==> src/rtl/sram_port_arbiter.sv <==
// Round-robin arbiter sharing one single-port SRAM between instruction fetch and
// data load/store. Byte-masked stores become a read-modify-write over two cycles.
module sram_port_arbiter #(
    parameter  int ADDR_WIDTH = 20,
    parameter  int DATA_WIDTH = 32,
    localparam int NB_BYTES   = DATA_WIDTH / 8
) (
    input  logic                  clk,
    input  logic                  rstn,
    input  logic                  fetch_req_valid,
    output logic                  fetch_req_ready,
    input  logic [ADDR_WIDTH-1:0] fetch_req_addr,
    output logic                  fetch_rsp_valid,
    output logic [DATA_WIDTH-1:0] fetch_rsp_data,
    input  logic                  data_req_valid,
    output logic                  data_req_ready,
    input  logic [ADDR_WIDTH-1:0] data_req_addr,
    input  logic                  data_req_we,
    input  logic [NB_BYTES-1:0]   data_req_wstrb,
    input  logic [DATA_WIDTH-1:0] data_req_wdata,
    output logic                  data_rsp_valid,
    output logic [DATA_WIDTH-1:0] data_rsp_data,
    output logic                  sram_we,
    output logic [ADDR_WIDTH-1:0] sram_addr,
    output logic [DATA_WIDTH-1:0] sram_wdata,
    input  logic [DATA_WIDTH-1:0] sram_rdata
);

    typedef enum logic {IDLE, RMW_WR} state_t;

    state_t                state_q;
    logic                  rr_last_q;      // 1: data port was granted last
    logic                  fetch_rsp_q;
    logic                  data_rsp_q;
    logic                  data_rd_q;      // data response carries read data
    logic [ADDR_WIDTH-1:0] rmw_addr_q;
    logic [DATA_WIDTH-1:0] rmw_wdata_q;
    logic [NB_BYTES-1:0]   rmw_wstrb_q;

    logic                  can_grant;
    logic                  grant_f;
    logic                  grant_d;
    logic                  st_full;
    logic                  st_none;
    logic                  st_part;
    logic [DATA_WIDTH-1:0] rmw_merged;

    assign can_grant = rstn && (state_q == IDLE);
    assign grant_f   = can_grant && fetch_req_valid && (!data_req_valid || rr_last_q);
    assign grant_d   = can_grant && data_req_valid && (!fetch_req_valid || !rr_last_q);
    assign st_full   = data_req_we && (&data_req_wstrb);
    assign st_none   = data_req_we && (data_req_wstrb == '0);
    assign st_part   = data_req_we && !st_full && !st_none;

    assign fetch_req_ready = grant_f;
    assign data_req_ready  = grant_d;

    for (genvar b = 0; b < NB_BYTES; b++) begin : g_merge
        assign rmw_merged[b*8 +: 8] = rmw_wstrb_q[b] ? rmw_wdata_q[b*8 +: 8]
                                                     : sram_rdata[b*8 +: 8];
    end

    always_comb begin
        sram_we    = 1'b0;
        sram_addr  = '0;
        sram_wdata = '0;
        if (rstn && state_q == RMW_WR) begin
            sram_we    = 1'b1;
            sram_addr  = rmw_addr_q;
            sram_wdata = rmw_merged;
        end else if (grant_f) begin
            sram_addr = fetch_req_addr;
        end else if (grant_d && !st_none) begin
            // loads and the read half of a partial store leave we low
            sram_addr  = data_req_addr;
            sram_we    = st_full;
            sram_wdata = st_full ? data_req_wdata : '0;
        end
    end

    always_ff @(posedge clk) begin
        if (!rstn) begin
            state_q     <= IDLE;
            rr_last_q   <= 1'b1;
            fetch_rsp_q <= 1'b0;
            data_rsp_q  <= 1'b0;
            data_rd_q   <= 1'b0;
            rmw_addr_q  <= '0;
            rmw_wdata_q <= '0;
            rmw_wstrb_q <= '0;
        end else begin
            fetch_rsp_q <= grant_f;
            data_rsp_q  <= (grant_d && !st_part) || (state_q == RMW_WR);
            data_rd_q   <= grant_d && !data_req_we;
            if (grant_f)
                rr_last_q <= 1'b0;
            else if (grant_d)
                rr_last_q <= 1'b1;
            case (state_q)
                IDLE: begin
                    if (grant_d && st_part) begin
                        state_q     <= RMW_WR;
                        rmw_addr_q  <= data_req_addr;
                        rmw_wdata_q <= data_req_wdata;
                        rmw_wstrb_q <= data_req_wstrb;
                    end
                end
                RMW_WR:  state_q <= IDLE;
                default: state_q <= IDLE;
            endcase
        end
    end

    assign fetch_rsp_valid = fetch_rsp_q;
    assign fetch_rsp_data  = fetch_rsp_q ? sram_rdata : '0;
    assign data_rsp_valid  = data_rsp_q;
    assign data_rsp_data   = data_rd_q ? sram_rdata : '0;

endmodule

==> config.mk <==
export PLATFORM = sky130hd
export DESIGN_NAME = sram_port_arbiter
export DESIGN_NICKNAME = d
export VERILOG_FILES = /design/src/rtl/sram_port_arbiter.sv
export SDC_FILE = /design/constraint.sdc
export NUM_CORES = 1
export LEC_CHECK = 0
export BUFFER_PORTS_ARGS = -buffer_cell sky130_fd_sc_hd__buf_2
export CAP_MARGIN = 25
export CORE_UTILIZATION = 40
export CTS_CLUSTER_SIZE = 14
export DETAILED_ROUTE_END_ITERATION = 8
export PLACE_DENSITY = 0.72
export SETUP_SLACK_MARGIN = 0.3
export SLEW_MARGIN = 20
export SYNTH_ARGS = -nofsm -noshare
export SYNTH_HDL_FRONTEND = slang
export SYNTH_SLANG_ARGS = --single-unit
==> constraint.sdc <==
create_clock -name clk -period 1.6 [get_ports clk]
set_input_delay 0.16 -clock clk [delete_from_list [all_inputs] [get_ports clk]]
set_output_delay 0.16 -clock clk [all_outputs]
set_load 0.1 [all_outputs]
==> run metrics, run 1 <==
Cell variety after synth 30; Placed Instance Area 8430 sq um; stop err [ERROR GRT-0232] Routing congestion too high. Check the congestion heatmap in the GUI.; initial antenna violation count 2; cts bufs inserted 9; Netlist Area Pre-Place about 4400 sq um; Failed at 5_1_grt; Die Wd ~110 microns; worst endpoint after global-route timing repair sram_wdata[19]; H-tree Lvls 3; CTS sink cnt 61; grt ovf 159; Yosys warning count 0; gp weighted congestion 0.841; hold bufs inserted after CTS 0; Ports 234; pin count of the biggest net entering global routing 65; dpl hpwl around 14000 microns; Die Ht 107 microns; CTS max path bufs 2; dpl ws -0.296 ns; post-synthesis sequential area ratio 27.9%; flops & latches, synth between 60 and 70; Mapped Avg Cell Area 7.31 sq um; Root Buffer clkbuf_8; cell row count 37; outcome stopped before the end; Post-Syn Instances 599; Syn Nets 712; gr usage total slightly above 80%; worst endpoint type output port; # port buffers 233; starting density of the core between 40% and 50%
## through the flow
stage / instances / setup TNS, ns / utilization, %
floorplan: 599 / -27.67 / -
global placement: 939 / -11.30 / 80.6
detailed placement: 939 / -15.75 / 80.6
CTS: 998 / -44.01 / 95.0
## synthesized netlist by cell type, drive strengths merged
library cell  number  area (sq um)
a21o               1          7.51
nor3b              1          12.5
and2              82           513
nand3             21           105
inv                4          15.0
and3               9          56.3
o311ai             1          8.76
nor2              37           139
nand2             76           285
mux2i             32           320
a211oi            32           280
clkbuf            40           154
a31oi              1          21.3
dfxtp             61          1220
a32oi             15           131
nand2b             1          6.26
nand4             56           350
o21ai             77           385
buf               29           189
and2b              1          7.51
a21oi              5          25.0
nor4               1          6.26
o21bai            15           113
a311oi             1          26.3
## metal layers
metal,GRT overflow,GRT usage [%]
met1,0,81.6
met2,93,100
met4,65,93.2
met3,1,54.3
met5,0,2.86
## cell families after synthesis
logic type	Yosys count	share of synthesized area, %
buffers and inverters	73	8.17
flip-flops	61	27.9
AO/OA/AOI/OAI	148	22.8
multiplexers	32	7.31
AND/OR/NAND/NOR	285	33.8
## what timing repair did
action,in CTS
setup buffers,29
gates cloned,14
endpoints found under the setup margin,179
pin swaps,107
gates resized for setup,190
==> inputs of run 2 (changes only) <==
Settings changed: CORE_UTILIZATION 40 to 25, CTS_CLUSTER_SIZE 14 to unset, PLACE_DENSITY 0.72 to unset, PLACE_DENSITY_LB_ADDON set to 0.15, SETUP_SLACK_MARGIN 0.3 to unset.
==> run metrics, run 2 <==
Max FO, Critical Path 12; nets@finish 967; Root Buffer clkbuf_16; drt pass-1 iters 5; grt ovf 0; Cell Chain, Critical Path and2b_1, buf_4, and3_4, a31oi_4, buf_12, buf_4, a211oi_4, buf_12; hold bufs inserted after CTS 0; first-pass GRT wire length about 30000 microns; wl on met1 7990 microns; cell row count 48; pwr dens 659 nW/um^2; Post-synth EDFFs 0; vias in the first global route 5703; most frequent cells in the layout buf_12, buf_2, nand2_1, dfxtp_1, nand4_1; drc violations 0; Ports 234; Crit path buffers/inverters 4; top cells by count, synth and2_1, nand2_1, dfxtp_1, nand4_1, o21ai_0; flops & latches, synth 61; H-tree Lvls 3; # port buffers between 200 and 250; WHS 0.0807 ns; Leak ~3.5 nW; Util after Layout 55.0%; uppermost layer routed met4; clk slew on worst S/H paths 0.05 ns; pin count of the biggest net entering global routing 94; CTS sink cnt between 60 and 70; initial antenna violation count 2; met2 routed WL 9750 microns; commonest non-fill, non-tap cell in the layout buf_12; fin. max-slew vios 0; CP top delay family buffers and inverters; max FFs per register 32; Final setup viols approximately 110; biggest regs rmw_wdata_q: 32 flops, rmw_addr_q: 20 flops, rmw_wstrb_q: 4 flops; Critical-path top delay cell dfxtp_2; dpl hpwl 13500 microns; FFs w/ async S/R, synth 0%; Cell variety after synth 30; post-synth top area share 27.9%; Max VDD drop 0.512 mV; Tmin final 2.25 ns; CTS tree built; starting density of the core 25.5%; Yosys warning count 0; synth top area cells dfxtp_1, and2_1, nand4_1, mux2i_1, nand2_1; gp weighted congestion a little under 0.8; Worst slew margin 62.1%; final WL 19500 microns; Worst Path Arrival 2.09 ns; RSZ-0062 raised after global routing true; gr usage total between 20% and 30%; via/cell ratio around 5.0; DRT iter0 DRCs 267; Mapped Avg Cell Area about 7.3 sq um; slew at the pin with the worst max-slew slack 0.568 ns; max-cap viol count 0; P&R area growth vs syn 116%; Setup Skew a little over 0.007 ns; CP endpoint kind output port; outcome finished, violations left; dominant synthesized flop cell dfxtp_1; Worst Hold Class in -> reg; Post-Syn Instances 599; post-route setup slack -0.653 ns; Largest Register rmw_wdata_q; antenna violation net count after detailed routing 0; met3 WL post-DR 1210 microns; core box area about 17000 sq um; Tot Pwr 0.00622 W; die area 18000 sq um; critical path class reg -> out; Fin. Hold Viols 0; cts bufs inserted 9; routed len/inst 17.9 microns; CTS max path bufs 2; Die Ht between 100 and 150 microns; failing checks negative setup slack; Netlist Area Pre-Place 4380 sq um; f_max 0.444 GHz; worst-skew pair later-pin latency 0.33 ns; Die Wd 134 microns; Setup crit start kind flop; layout cells sized above 1 roughly half; cell taking the most area after synthesis dfxtp_1; final cycle utilization of the critical path 141%; most frequent cell after synthesis and2_1; total number of vias roughly 5500; CP peak stage delay approximately 0.31 ns; Syn Nets 712; post-synthesis sequential area ratio between 20 and 30%; worst path required time about 1.4 ns
-- run 2: cell counts after synthesis --
Identical to the previous run, type by type.
-- run 2: cells by family after synthesis --
family | Yosys count | share of synthesized area [%]
AND/OR/NAND/NOR | 285 | 33.8
AO/OA/AOI/OAI | 148 | 22.8
buffers and inverters | 73 | 8.17
flip-flops | 61 | 27.9
multiplexers | 32 | 7.31
-- run 2: stage by stage --
step / instance area (sq um) / worst slack, ns / setup TNS, ns / std cells
floorplan: 5160 / -0.658 / -27.59 / 599
global placement: 8440 / -0.462 / -42.28 / 1041
detailed placement: 8440 / -0.486 / -43.97 / 1041
CTS: 9270 / -0.677 / -40.75 / 1078
global route: 9440 / -0.726 / -55.74 / 1086
finish: 9440 / -0.653 / -47.23 / 1086
-- run 2: area by class of cell --
type,instances,area (sq um)
Antenna cell,2,5.00
Clock buffer,10,229
Clock inverter,6,87.6
Fill cell,1530,7740
Inverter,4,18.8
Multi-Input combinational cell,465,3650
Sequential cell,61,1230
Tap cell,225,282
Timing Repair Buffer,313,3940
-- run 2: path summary, 6_finish.rpt --
path	startpoint	to	slack [ns]	cells after the start
max reg2reg	state_q	rmw_wdata_q[19]	-0.31	8
max	state_q	sram_wdata[29]	-0.65	8
min reg2reg	rmw_addr_q[16]	rmw_addr_q[16]	0.45	2
min	data_req_wdata[5]	rmw_wdata_q[5]	0.08	3
-- run 2: timing repair --
item                                    4_1_cts  5_1_grt
endpoints found under the hold margin         0        0
buffers inserted                             16        5
pin swaps                                     3       19
resized for setup                            54       29
endpoints found under the setup margin      143      114
gates cloned                                  5        1
-- run 2: where the power goes --
| group | internal [W] | total [W] | leakage, nW | switching (W) |
|---|---|---|---|---|
| clock network | 0.00136 | 0.00207 | 0.156 | 0.000705 |
| registers | 0.00159 | 0.00165 | 0.498 | 0.0000576 |
| logic | 0.000934 | 0.00250 | 2.89 | 0.00157 |
-- run 2: per-layer routing --
metal	vias to the layer above	track usage [%]
li1	2627	-
met1	2601	25.8
met2	215	36.9
met3	37	5.37
met4	0	9.36
met5	-	0
-- run 2: worst register-to-register path, cell delays in order, from the launching register on --
cell       delay (ns)
dfxtp_2          0.31
and2b_1          0.23
buf_4            0.14
and3_4           0.21
buf_4            0.13
buf_4            0.15
and3_4           0.24
bufbuf_16        0.29
o21ai_0          0.09
Note: power is estimated with default switching activity, not from simulation.
